$ cat src/rtl/id_ex_if.sv
// Decode-to-execute pipeline bundle: decode-side fields (_i) and the registered
// execute-side copies (_o), plus the stage stall/flush controls.
interface id_ex_if #(
   parameter int XLEN = 32
);
   logic            stall_i;
   logic            flush_i;
   logic            valid_i;
   logic            RegWrite_i;
   logic            MemtoReg_i;
   logic            MemRead_i;
   logic            MemWrite_i;
   logic            ALUSrc_i;
   logic [1:0]      ALUOp_i;
   logic [XLEN-1:0] rs1_data_i;
   logic [XLEN-1:0] rs2_data_i;
   logic [XLEN-1:0] imm_i;
   logic [9:0]      funct_i;
   logic [4:0]      rs1_addr_i;
   logic [4:0]      rs2_addr_i;
   logic [4:0]      rd_addr_i;

   logic            valid_o;
   logic            RegWrite_o;
   logic            MemtoReg_o;
   logic            MemRead_o;
   logic            MemWrite_o;
   logic            ALUSrc_o;
   logic [1:0]      ALUOp_o;
   logic [XLEN-1:0] rs1_data_o;
   logic [XLEN-1:0] rs2_data_o;
   logic [XLEN-1:0] imm_o;
   logic [9:0]      funct_o;
   logic [4:0]      rs1_addr_o;
   logic [4:0]      rs2_addr_o;
   logic [4:0]      rd_addr_o;

   modport master (
      output stall_i, flush_i, valid_i, RegWrite_i, MemtoReg_i, MemRead_i, MemWrite_i,
             ALUSrc_i, ALUOp_i, rs1_data_i, rs2_data_i, imm_i, funct_i,
             rs1_addr_i, rs2_addr_i, rd_addr_i,
      input  valid_o, RegWrite_o, MemtoReg_o, MemRead_o, MemWrite_o, ALUSrc_o, ALUOp_o,
             rs1_data_o, rs2_data_o, imm_o, funct_o, rs1_addr_o, rs2_addr_o, rd_addr_o
   );

   modport slave (
      input  stall_i, flush_i, valid_i, RegWrite_i, MemtoReg_i, MemRead_i, MemWrite_i,
             ALUSrc_i, ALUOp_i, rs1_data_i, rs2_data_i, imm_i, funct_i,
             rs1_addr_i, rs2_addr_i, rd_addr_i,
      output valid_o, RegWrite_o, MemtoReg_o, MemRead_o, MemWrite_o, ALUSrc_o, ALUOp_o,
             rs1_data_o, rs2_data_o, imm_o, funct_o, rs1_addr_o, rs2_addr_o, rd_addr_o
   );
endinterface

$ cat src/rtl/id_ex_reg.sv
// ID/EX pipeline register with stall, flush and bubble gating of state-writing controls.
// Define ID_EX_BUBBLE_CNT_EN to add a saturating 32-bit bubble counter output.
module id_ex_reg #(
   parameter int XLEN = 32
) (
   input  logic        clk_i,
   input  logic        rst_i,
   id_ex_if.slave      bus
`ifdef ID_EX_BUBBLE_CNT_EN
   ,
   output logic [31:0] bubble_cnt_o
`endif
);

   typedef struct packed {
      logic            valid;
      logic            reg_write;
      logic            memto_reg;
      logic            mem_read;
      logic            mem_write;
      logic            alu_src;
      logic [1:0]      alu_op;
      logic [XLEN-1:0] rs1_data;
      logic [XLEN-1:0] rs2_data;
      logic [XLEN-1:0] imm;
      logic [9:0]      funct;
      logic [4:0]      rs1_addr;
      logic [4:0]      rs2_addr;
      logic [4:0]      rd_addr;
   } stage_t;

   stage_t stage_in_s;
   stage_t stage_nxt_s;
   stage_t stage_r;

   // Decode-side view; a bubble never carries register-file or memory writes
   always_comb begin
      stage_in_s           = '0;
      stage_in_s.valid     = bus.valid_i;
      stage_in_s.reg_write = bus.RegWrite_i & bus.valid_i;
      stage_in_s.memto_reg = bus.MemtoReg_i & bus.valid_i;
      stage_in_s.mem_read  = bus.MemRead_i  & bus.valid_i;
      stage_in_s.mem_write = bus.MemWrite_i & bus.valid_i;
      stage_in_s.alu_src   = bus.ALUSrc_i;
      stage_in_s.alu_op    = bus.ALUOp_i;
      stage_in_s.rs1_data  = bus.rs1_data_i;
      stage_in_s.rs2_data  = bus.rs2_data_i;
      stage_in_s.imm       = bus.imm_i;
      stage_in_s.funct     = bus.funct_i;
      stage_in_s.rs1_addr  = bus.rs1_addr_i;
      stage_in_s.rs2_addr  = bus.rs2_addr_i;
      stage_in_s.rd_addr   = bus.rd_addr_i;
   end

   // Flush wins over stall so a squashed instruction cannot linger in a stalled stage
   always_comb begin
      stage_nxt_s = stage_r;
      if (bus.flush_i) begin
         stage_nxt_s = '0;
      end else if (bus.stall_i) begin
         stage_nxt_s = stage_r;
      end else begin
         stage_nxt_s = stage_in_s;
      end
   end

   // Stage register
   always_ff @(posedge clk_i or posedge rst_i) begin
      if (rst_i) begin
         stage_r <= '0;
      end else begin
         stage_r <= stage_nxt_s;
      end
   end

   assign bus.valid_o    = stage_r.valid;
   assign bus.RegWrite_o = stage_r.reg_write;
   assign bus.MemtoReg_o = stage_r.memto_reg;
   assign bus.MemRead_o  = stage_r.mem_read;
   assign bus.MemWrite_o = stage_r.mem_write;
   assign bus.ALUSrc_o   = stage_r.alu_src;
   assign bus.ALUOp_o    = stage_r.alu_op;
   assign bus.rs1_data_o = stage_r.rs1_data;
   assign bus.rs2_data_o = stage_r.rs2_data;
   assign bus.imm_o      = stage_r.imm;
   assign bus.funct_o    = stage_r.funct;
   assign bus.rs1_addr_o = stage_r.rs1_addr;
   assign bus.rs2_addr_o = stage_r.rs2_addr;
   assign bus.rd_addr_o  = stage_r.rd_addr;

`ifdef ID_EX_BUBBLE_CNT_EN
   logic [31:0] bubble_cnt_r;
   logic        bubble_s;

   // Stalled edges hold an existing instruction and are not bubbles
   assign bubble_s = bus.flush_i | (~bus.stall_i & ~bus.valid_i);

   // Saturating bubble counter
   always_ff @(posedge clk_i or posedge rst_i) begin
      if (rst_i) begin
         bubble_cnt_r <= 32'h0000_0000;
      end else if (bubble_s && (bubble_cnt_r != 32'hFFFF_FFFF)) begin
         bubble_cnt_r <= bubble_cnt_r + 32'd1;
      end else begin
         bubble_cnt_r <= bubble_cnt_r;
      end
   end

   assign bubble_cnt_o = bubble_cnt_r;
`endif

endmodule

$ cat src/flat_wrapper.sv
// flat-port wrapper written by rule: the top's interface ports become plain ports
module id_ex_reg_flat 
#(
   parameter int XLEN = 32
)
  (clk_i, rst_i, bus_stall_i, bus_flush_i, bus_valid_i, bus_RegWrite_i, bus_MemtoReg_i, bus_MemRead_i, bus_MemWrite_i, bus_ALUSrc_i, bus_ALUOp_i, bus_rs1_data_i, bus_rs2_data_i, bus_imm_i, bus_funct_i, bus_rs1_addr_i, bus_rs2_addr_i, bus_rd_addr_i, bus_valid_o, bus_RegWrite_o, bus_MemtoReg_o, bus_MemRead_o, bus_MemWrite_o, bus_ALUSrc_o, bus_ALUOp_o, bus_rs1_data_o, bus_rs2_data_o, bus_imm_o, bus_funct_o, bus_rs1_addr_o, bus_rs2_addr_o, bus_rd_addr_o);
  id_ex_if #(.XLEN(XLEN)) bus_i ();
  input  logic clk_i;
  input  logic rst_i;
  input wire logic [$bits(bus_i.stall_i)-1:0] bus_stall_i;
  input wire logic [$bits(bus_i.flush_i)-1:0] bus_flush_i;
  input wire logic [$bits(bus_i.valid_i)-1:0] bus_valid_i;
  input wire logic [$bits(bus_i.RegWrite_i)-1:0] bus_RegWrite_i;
  input wire logic [$bits(bus_i.MemtoReg_i)-1:0] bus_MemtoReg_i;
  input wire logic [$bits(bus_i.MemRead_i)-1:0] bus_MemRead_i;
  input wire logic [$bits(bus_i.MemWrite_i)-1:0] bus_MemWrite_i;
  input wire logic [$bits(bus_i.ALUSrc_i)-1:0] bus_ALUSrc_i;
  input wire logic [$bits(bus_i.ALUOp_i)-1:0] bus_ALUOp_i;
  input wire logic [$bits(bus_i.rs1_data_i)-1:0] bus_rs1_data_i;
  input wire logic [$bits(bus_i.rs2_data_i)-1:0] bus_rs2_data_i;
  input wire logic [$bits(bus_i.imm_i)-1:0] bus_imm_i;
  input wire logic [$bits(bus_i.funct_i)-1:0] bus_funct_i;
  input wire logic [$bits(bus_i.rs1_addr_i)-1:0] bus_rs1_addr_i;
  input wire logic [$bits(bus_i.rs2_addr_i)-1:0] bus_rs2_addr_i;
  input wire logic [$bits(bus_i.rd_addr_i)-1:0] bus_rd_addr_i;
  output wire logic [$bits(bus_i.valid_o)-1:0] bus_valid_o;
  output wire logic [$bits(bus_i.RegWrite_o)-1:0] bus_RegWrite_o;
  output wire logic [$bits(bus_i.MemtoReg_o)-1:0] bus_MemtoReg_o;
  output wire logic [$bits(bus_i.MemRead_o)-1:0] bus_MemRead_o;
  output wire logic [$bits(bus_i.MemWrite_o)-1:0] bus_MemWrite_o;
  output wire logic [$bits(bus_i.ALUSrc_o)-1:0] bus_ALUSrc_o;
  output wire logic [$bits(bus_i.ALUOp_o)-1:0] bus_ALUOp_o;
  output wire logic [$bits(bus_i.rs1_data_o)-1:0] bus_rs1_data_o;
  output wire logic [$bits(bus_i.rs2_data_o)-1:0] bus_rs2_data_o;
  output wire logic [$bits(bus_i.imm_o)-1:0] bus_imm_o;
  output wire logic [$bits(bus_i.funct_o)-1:0] bus_funct_o;
  output wire logic [$bits(bus_i.rs1_addr_o)-1:0] bus_rs1_addr_o;
  output wire logic [$bits(bus_i.rs2_addr_o)-1:0] bus_rs2_addr_o;
  output wire logic [$bits(bus_i.rd_addr_o)-1:0] bus_rd_addr_o;
  assign bus_i.stall_i = bus_stall_i;
  assign bus_i.flush_i = bus_flush_i;
  assign bus_i.valid_i = bus_valid_i;
  assign bus_i.RegWrite_i = bus_RegWrite_i;
  assign bus_i.MemtoReg_i = bus_MemtoReg_i;
  assign bus_i.MemRead_i = bus_MemRead_i;
  assign bus_i.MemWrite_i = bus_MemWrite_i;
  assign bus_i.ALUSrc_i = bus_ALUSrc_i;
  assign bus_i.ALUOp_i = bus_ALUOp_i;
  assign bus_i.rs1_data_i = bus_rs1_data_i;
  assign bus_i.rs2_data_i = bus_rs2_data_i;
  assign bus_i.imm_i = bus_imm_i;
  assign bus_i.funct_i = bus_funct_i;
  assign bus_i.rs1_addr_i = bus_rs1_addr_i;
  assign bus_i.rs2_addr_i = bus_rs2_addr_i;
  assign bus_i.rd_addr_i = bus_rd_addr_i;
  assign bus_valid_o = bus_i.valid_o;
  assign bus_RegWrite_o = bus_i.RegWrite_o;
  assign bus_MemtoReg_o = bus_i.MemtoReg_o;
  assign bus_MemRead_o = bus_i.MemRead_o;
  assign bus_MemWrite_o = bus_i.MemWrite_o;
  assign bus_ALUSrc_o = bus_i.ALUSrc_o;
  assign bus_ALUOp_o = bus_i.ALUOp_o;
  assign bus_rs1_data_o = bus_i.rs1_data_o;
  assign bus_rs2_data_o = bus_i.rs2_data_o;
  assign bus_imm_o = bus_i.imm_o;
  assign bus_funct_o = bus_i.funct_o;
  assign bus_rs1_addr_o = bus_i.rs1_addr_o;
  assign bus_rs2_addr_o = bus_i.rs2_addr_o;
  assign bus_rd_addr_o = bus_i.rd_addr_o;
  id_ex_reg #(.XLEN(XLEN)) u_core (.clk_i(clk_i), .rst_i(rst_i), .bus(bus_i));
endmodule
$ cat config.mk
export PLATFORM = sky130hd
export DESIGN_NAME = id_ex_reg_flat
export DESIGN_NICKNAME = d
export VERILOG_FILES = /design/src/rtl/id_ex_if.sv /design/src/rtl/id_ex_reg.sv /design/src/flat_wrapper.sv
export SDC_FILE = /design/constraint.sdc
export NUM_CORES = 1
export LEC_CHECK = 0
export ABC_AREA = 1
export BUFFER_PORTS_ARGS = -buffer_cell sky130_fd_sc_hd__buf_2
export CORE_MARGIN = 1
export CORE_UTILIZATION = 45
export DETAILED_ROUTE_END_ITERATION = 12
export PLACE_DENSITY = 0.75
export SETUP_SLACK_MARGIN = 0.15
export SLEW_MARGIN = 10
export SYNTH_ARGS = -nofsm -noshare
export SYNTH_HDL_FRONTEND = slang
export SYNTH_SLANG_ARGS = --single-unit
$ cat constraint.sdc
create_clock -name clk_i -period 4.7 [get_ports clk_i]
set_input_delay 0.235 -clock clk_i [delete_from_list [all_inputs] [get_ports clk_i]]
set_output_delay 0.235 -clock clk_i [all_outputs]
set_load 0.05 [all_outputs]
== Word level (Yosys, flattened, before mapping) ==
Index checks and enable logic that the tools add are counted.
Operators by class
  eq/ne operators: 1
  mux-type cells: 2
  bitwise gates (word level): 4
Operators with widths (number)
  $mux 129: 2
  $and 1x1->1: 4
  $ne 2x1->1 const B: 1
Word-level totals
  register bits: 129
  bits of input ports: 133

== Depth between registers and ports, before layout ==
Gate-level depths: netlist (run 1).
  word-level depth: 3
  gate-level depth with buffers: 7
  gate-level depth less buffers: 5

== Worst setup path before layout (run 1) ==
OpenSTA, ideal clock, no wires.
  path kind: input port to flip-flop
  start: in bus_flush_i
  end: reg u_core.stage_r (netlist bit u_core.bus.ALUOp_o[0])
  library setup time: 0.065 ns
  arrival: 0.824 ns
  required time: 4.635 ns
  path slack: 3.811 ns
  cell stages on the path: 7
  buffers on the path: 2
  cell sequence: inv_2 -> nand2_2 -> inv_2 -> buf_6 -> buf_6 -> nand2_1 -> nand2_1
On the way
  longest elaborated chain between the ends: 1
RTL lines
  start, declared: RTL line flat_wrapper.sv:11  | input wire logic [$bits(bus_i.flush_i)-1:0] bus_flush_i;
  $ne 2x1->1 (no source line) / $mux 129 (equally long branches)
  end signal, assigned: RTL line id_ex_reg.sv:72  | stage_r <= stage_nxt_s;
  end, declared: RTL line id_ex_reg.sv:34  | stage_t stage_r;
Parallel ways exist; a longest one is shown, timed or not.
A chain may end at the register's enable or synchronous reset.

== Worst setup path after layout (run 1) ==
  start: in bus_stall_i
  end: reg u_core.stage_r (netlist bit u_core.bus.ALUSrc_o)
On the way
  longest elaborated chain between the ends: 1
RTL lines
  start, declared: RTL line flat_wrapper.sv:10  | input wire logic [$bits(bus_i.stall_i)-1:0] bus_stall_i;
  $ne 2x1->1 (no source line)
No other way between the ends.

==> flow_summary.yaml, run 1 <==
status:
  status: "finished clean"
sta:
  slew_headroom_pct: 24.7
  hold_viol: 0
  clock_skew_ps: 0
  setup_viol: 0
  drv_slew: 0
  fin_crit_sh_pct: 42.9
  tightestPinTransition_ps: 1130
  tns_ps: 0
  setup_slack_ps: 2680
  rsz0062_at_grt: "false"
  max_freq_mhz: 496
  finalCriticalPeriod_ps: 2020
synth:
  synth_edf_count: 0
  yosysMostFrequentCell: "nand2_1"
  syn_inst: 569
  syn_avg_cell_area_um2: 8.98
  synth_top_area_share_pct: 63.2
  syn_nets: 702
  synth_top_area_cell: "dfrtp_1"
  synth_commonest_cells: "138 x nand2_1, 132 x nor2_1, 129 x dfrtp_1"
  synthesis.area_um2: 5110
  ys_seq_area_share_pct: 63.2
  ys_warn_count: 0
  synth.distinct_cells: 13
  ys_seq_elements: 129
  synthArstFlopShare_pct: 100
  synth_flop_cell: "dfrtp_1"
  yosys-top-cells-area: "dfrtp_1 63%, nand2_1 10%, nor2_1 9.7%"
global_route:
  antenna_found_initial: 0
  gr-total-overflow: 0
  grt_pass1_vias: 4419
  grt_pass1_wl_um: 21000
  grt_start_max_net_pins: 126
  grtUsageTotal_pct: 23.3
clock_tree:
  clkTransAtPathRegs_ps: 50
  h-tree-depth: 4
  hold_buffers: 0
  clk_latency_ps: 390
  cts_max_path_buffers: 2
  clkSinkCount: 129
  cts_tree: "yes"
  cts_root_buffer: "clkbuf_16"
  post_cts_resized: 0
  cts_inserted_buffers: 17
  post_cts_buffers: 0
power:
  irDropWorstVdd_v: 0.000261
  power_density_nw_per_um2: 430
  power_mw: 2.99
  p_leak_nw: 4.07
critical_path:
  crit_start: "bus_stall_i"
  worstPathCellList: "buf_2 > nand2_2 > inv_2 > nand2_1 > nand2_1"
  required_ps: 5030
  endpoint_kind: "flop"
  worstSetupEndpoint: "u_core.bus.ALUSrc_o$_DFFE_PP0P_"
  start_kind: "primary input"
  critical_path.slowest_cell: "inv_2"
  critical-path-max-stage-delay_ps: 810
  r2r_slack_ps: 4010
  r2r_start: "u_core.bus.rs2_data_o[11]$_DFFE_PP0P_"
  rr_worst_depth: 2
  path_class: "in2reg"
  critPathArrivalTime_ps: 2350
  crit_path_frequent_cell: "nand2_1"
  path_max_fanout: 66
  r2r-end: "u_core.bus.rs2_data_o[11]$_DFFE_PP0P_"
place:
  io_buffers: 261
  routabilityCongestion: 0.796
  place_ws_ps: 2300
  place_area_um2: 6400
  place_hpwl_um: 9190
die:
  die_area_um2: 11800
  ios: 262
  rows: 38
  core_um2: 10900
  die_y_um: 109
  fp.dieW_um: 109
  start_util_pct: 46.7
routing:
  ant_nets: 0
  wire_per_inst_um: 14.2
  wl_um: 13600
  route.detailed.drc: 0
  vias: 4666
  drt-initial-drc-count: 317
  routed_via_density: 4.85
  first_pass_iters: 4
cells_and_area:
  area_growth_pct: 36.2
  fin_area_um2: 6960
  num-nets-final: 945
  final_util_pct: 63.6
  drive_gt1_share_pct: 36.0
  n_antenna_cell: 0
  fill_cells: 927
job:
  drv_cap: 0
worst_hold_path:
  hold_depth: 3
  hold_class: "in2reg"
## sequential cells by signal, summed over array words and instances (netlist names)
register               cells
u_core.bus.RegWrite_o      1
u_core.bus.rs1_data_o     32
u_core.bus.funct_o        10
u_core.bus.MemWrite_o      1
u_core.bus.valid_o         1
u_core.bus.MemtoReg_o      1
u_core.bus.MemRead_o       1
u_core.bus.imm_o          32
u_core.bus.rs2_data_o     32
u_core.bus.ALUOp_o         2
u_core.bus.rs1_addr_o      5
u_core.bus.rd_addr_o       5
u_core.bus.ALUSrc_o        1
u_core.bus.rs2_addr_o      5
## cells in the final DEF (no fill, tap or decap)
cell	instances
bufinv_16	2
nor2_1	132
clkbuf_16	17
buf_4	3
clkbuf_1	2
o21ai_0	64
clkbuf_8	3
dfrtp_1	129
clkinv_2	6
buf_2	261
inv_4	2
inv_2	1
nand2_2	1
nand2_1	138
nand3_1	61
## worst max-delay path: cells and delay by family
kind                   cells  cell delay (ps)
buffers and inverters      2             1560
AND/OR/NAND/NOR            3              490
## report_power, final
group          total (mW)  switching [mW]  internal [mW]
Sequential           1.22          0.0363           1.18
Combinational       0.528           0.402          0.125
Clock                1.25           0.438          0.809
## layout make-up
| type | instances | area [um2] | area share, % |
|---|---|---|---|
| flip-flops and latches | 129 | 3230 | 46.4 |
| multi-input cells | 396 | 1650 | 23.6 |
| repair buffers | 264 | 1330 | 19.1 |
| clock buffers | 22 | 474 | 6.82 |
| well taps | 140 | 175 | 2.52 |
| clock inverters | 7 | 85.1 | 1.22 |
| inverters | 4 | 21.3 | 0.306 |
## cell families after synthesis
kind of cell           count (synthesis)  share of synthesized area (%)
and+or+nand+nor                      332                           25.9
DFF                                  129                           63.2
AOI/OAI and AO/OA                     64                           6.27
buffers and inverters                 44                           4.60
## layer usage
metal / wire length (um) / GRT usage [%] / share of wire [%]
met3: 1180 / 8.02 / 8.7
met5: 0 / 0 / 0
met1: 5670 / 28.2 / 42
met2: 6530 / 37.9 / 48
met4: 250 / 9.46 / 1.8
## per-stage QoR
stage	hold WS, ps	instances
2_1_floorplan	380	569
3_3_place_gp	448	933
3_5_place_dp	454	933
4_1_cts	51.8	962
5_1_grt	64.0	962
6_report	64.7	962
## how the worst min path moves through the flow
stage                                         startpoint                                    to  slack [ps]
floorplan                                    bus_flush_i      u_core.bus.MemRead_o$_DFFE_PP0P_         380
global placement    u_core.bus.rs1_data_o[1]$_DFFE_PP0P_  u_core.bus.rs1_data_o[1]$_DFFE_PP0P_         450
detailed placement  u_core.bus.rs2_addr_o[3]$_DFFE_PP0P_  u_core.bus.rs2_addr_o[3]$_DFFE_PP0P_         450
CTS                                    bus_rs2_addr_i[1]  u_core.bus.rs2_addr_o[1]$_DFFE_PP0P_          50
global route                           bus_rs2_data_i[8]  u_core.bus.rs2_data_o[8]$_DFFE_PP0P_          60
finish                                 bus_rs2_addr_i[3]  u_core.bus.rs2_addr_o[3]$_DFFE_PP0P_          60
Note: power is estimated with default switching activity, not from simulation.
==> run 2, diff against run 1 <==
ABC_AREA = 0   (was 1)
CORE_UTILIZATION = 46   (was 45)
PLACE_DENSITY = 0.76   (was 0.75)
clock period = 2 ns   (was 4.7 ns; I/O delays follow)
==> run 2 against run 1 <==
First-iteration DRC count fell by 10%; largest cell class unchanged; clock skew did not move; via count rose by 1.3%; worst setup slack got worse by 1900 ps.
==> flow_summary.yaml, run 2 <==
global_route:
  grtUsageTotal_pct: 26.7
  grt_start_max_net_pins: 130
  antenna_found_initial: 0
  gr-total-overflow: 0
  grt_pass1_wl_um: 23700
  grt_pass1_vias: 4888
routing:
  drt-initial-drc-count: 285
  route.detailed.drc: 0
  routed_via_density: 4.93
  wire_per_inst_um: 16.4
  wl_um: 15700
  vias: 4728
  ant_nets: 0
  first_pass_iters: 4
sta:
  hold_viol: 0
  setup_viol: 0
  max_freq_mhz: 847
  tns_ps: 0
  fin_crit_sh_pct: 59.0
  drv_slew: 0
  tightestPinTransition_ps: 682
  clock_skew_ps: 0
  rsz0062_at_grt: "false"
  slew_headroom_pct: 54.6
  hold_ws_ps: 19.2
  finalCriticalPeriod_ps: 1180
status:
  status: "finished clean"
clock_tree:
  post_cts_resized: 0
  clkTransAtPathRegs_ps: 60
  hold_buffers: 129
  h-tree-depth: 4
  cts_inserted_buffers: 17
  post_cts_buffers: 0
  clk_latency_ps: 410
  cts_root_buffer: "clkbuf_16"
  cts_max_path_buffers: 2
  cts_tree: "yes"
  clkSinkCount: 129
critical_path:
  critPathTopFamily: "flip-flops"
  critPathArrivalTime_ps: 1080
  path_class: "reg2out"
  worstPathCellList: "buf_2"
  required_ps: 1900
  crit_buf_inv: 1
  start_kind: "flop"
  r2r_slack_ps: 1240
  rr_worst_depth: 2
  r2r-end: "u_core.bus.imm_o[7]$_DFFE_PP0P_"
  r2r_start: "u_core.bus.imm_o[7]$_DFFE_PP0P_"
  crit_cells: 1
  path_max_fanout: 2
  endpoint_kind: "primary output"
  critical_path.slowest_cell: "dfrtp_1"
  critical-path-max-stage-delay_ps: 380
die:
  die_y_um: 109
  start_util_pct: 47.9
  rows: 38
  fp.dieW_um: 109
  core_um2: 11000
  die_area_um2: 11900
  ios: 262
cells_and_area:
  layout.cells.non_filler: 959
  n_antenna_cell: 0
  drive_gt1_share_pct: 36.8
  fill_cells: 665
  fin_area_um2: 8480
  final_util_pct: 77.2
  num-nets-final: 939
  final_common_cell: "buf_2"
  layout_common_cells: "259 x buf_2, 129 x dlygate4sd3_1, 129 x dfrtp_1"
  area_growth_pct: 61.3
synth:
  synth.distinct_cells: 13
  ys_seq_area_share_pct: 61.4
  ys_seq_elements: 129
  synth_flop_cell: "dfrtp_1"
  synth_top_area_cell: "dfrtp_1"
  yosysMostFrequentCell: "dfrtp_1"
  synth_commonest_cells: "129 x dfrtp_1, 126 x nor2_1, 125 x mux2i_1"
  syn_nets: 552
  yosys-top-cells-area: "dfrtp_1 61%, mux2i_1 24%, nor2_1 9.0%"
  ys_warn_count: 0
  synthesis.area_um2: 5260
  synth_edf_count: 0
  synth_top_area_share_pct: 61.4
  syn_inst: 419
  synthArstFlopShare_pct: 100
  syn_avg_cell_area_um2: 12.5
place:
  routabilityCongestion: 0.742
  place_hpwl_um: 8900
  io_buffers: 261
  place_area_um2: 6620
  dp_cells: 798
job:
  drv_cap: 0
power:
  p_leak_nw: 4.74
  power_density_nw_per_um2: 854
  irDropWorstVdd_v: 0.000762
worst_hold_path:
  hp-start: "bus_valid_i"
  hold_path_end: "u_core.bus.RegWrite_o$_DFFE_PP0P_"
  hold_depth: 3
  hold_class: "in2reg"
## run 2: cell count changes in the layout (fill, tap and decap cells not counted), sizes merged, moves of 2 or more
cell / delta
clkinvlp: +6
mux2i: +125
nand3b: +2
inv: -3
buf: +4
a21oi: +2
a32o: +2
clkbuf: -3
nand2: -137
nor2: -6
nand3: -61
dlygate4sd3: +129
o21ai: -64
## run 2: logic make-up (layout without fill, tap and decap cells)
kind of cell    after synthesis  after routing  synth area share, %
simple gates                131            131                 9.54
compound gates                4              4                0.571
buf+inv                      30            430                 4.69
flops                       129            129                 61.4
mux                         125            125                 23.8
## run 2: worst max path at each step
stage | from | slack (ps) | to
6_report | u_core.bus.rs1_data_o[3]$_DFFE_PP0P_ | 820 | bus_rs1_data_o[3]
2_1_floorplan | rst_i | 300 | u_core.bus.ALUOp_o[0]$_DFFE_PP0P_
3_5_place_dp | bus_stall_i | 760 | u_core.bus.rs1_addr_o[4]$_DFFE_PP0P_
5_1_grt | u_core.bus.rs1_data_o[3]$_DFFE_PP0P_ | 790 | bus_rs1_data_o[3]
4_1_cts | u_core.bus.rs2_data_o[4]$_DFFE_PP0P_ | 830 | bus_rs2_data_o[4]
3_3_place_gp | bus_stall_i | 790 | u_core.bus.rs1_addr_o[1]$_DFFE_PP0P_
## run 2: stage by stage
step	total power, mW	setup slack (ps)
4_1_cts	7.27	831
5_1_grt	7.50	793
3_5_place_dp	4.13	761
6_report	7.24	819
3_3_place_gp	4.10	792
2_1_floorplan	3.77	305
## run 2: final cells by class
cell class / instances / area (um2) / area share [%]
Clock buffer: 19 / 453 / 5.34
Timing Repair Buffer: 397 / 2720 / 32.1
Tap cell: 140 / 175 / 2.07
Multi-Input combinational cell: 260 / 1780 / 21.0
Sequential cell: 129 / 3230 / 38.1
Clock inverter: 13 / 114 / 1.34
Inverter: 1 / 7.51 / 0.0885
## run 2: per-layer routing
layer | vias up | track usage (%) | wire length [um]
met2 | 229 | 46.6 | 8260
met4 | 0 | 13.4 | 465
li1 | 2173 | - | -
met5 | - | 0 | 0
met3 | 44 | 8.37 | 1090
met1 | 2282 | 29.0 | 5910
## run 2: power breakdown
group / switching (mW) / leakage (nW) / internal, mW
clock network: 1.17 / 0.267 / 1.77
logic: 0.940 / 2.76 / 0.527
registers: 0.0820 / 1.71 / 2.76
## run 2: tightest hold or removal path: cells and delay by family
kind	cells	cell delay, ps
buffers and inverters	1	130
and+or+nand+nor	1	80
AOI/OAI and AO/OA	1	60
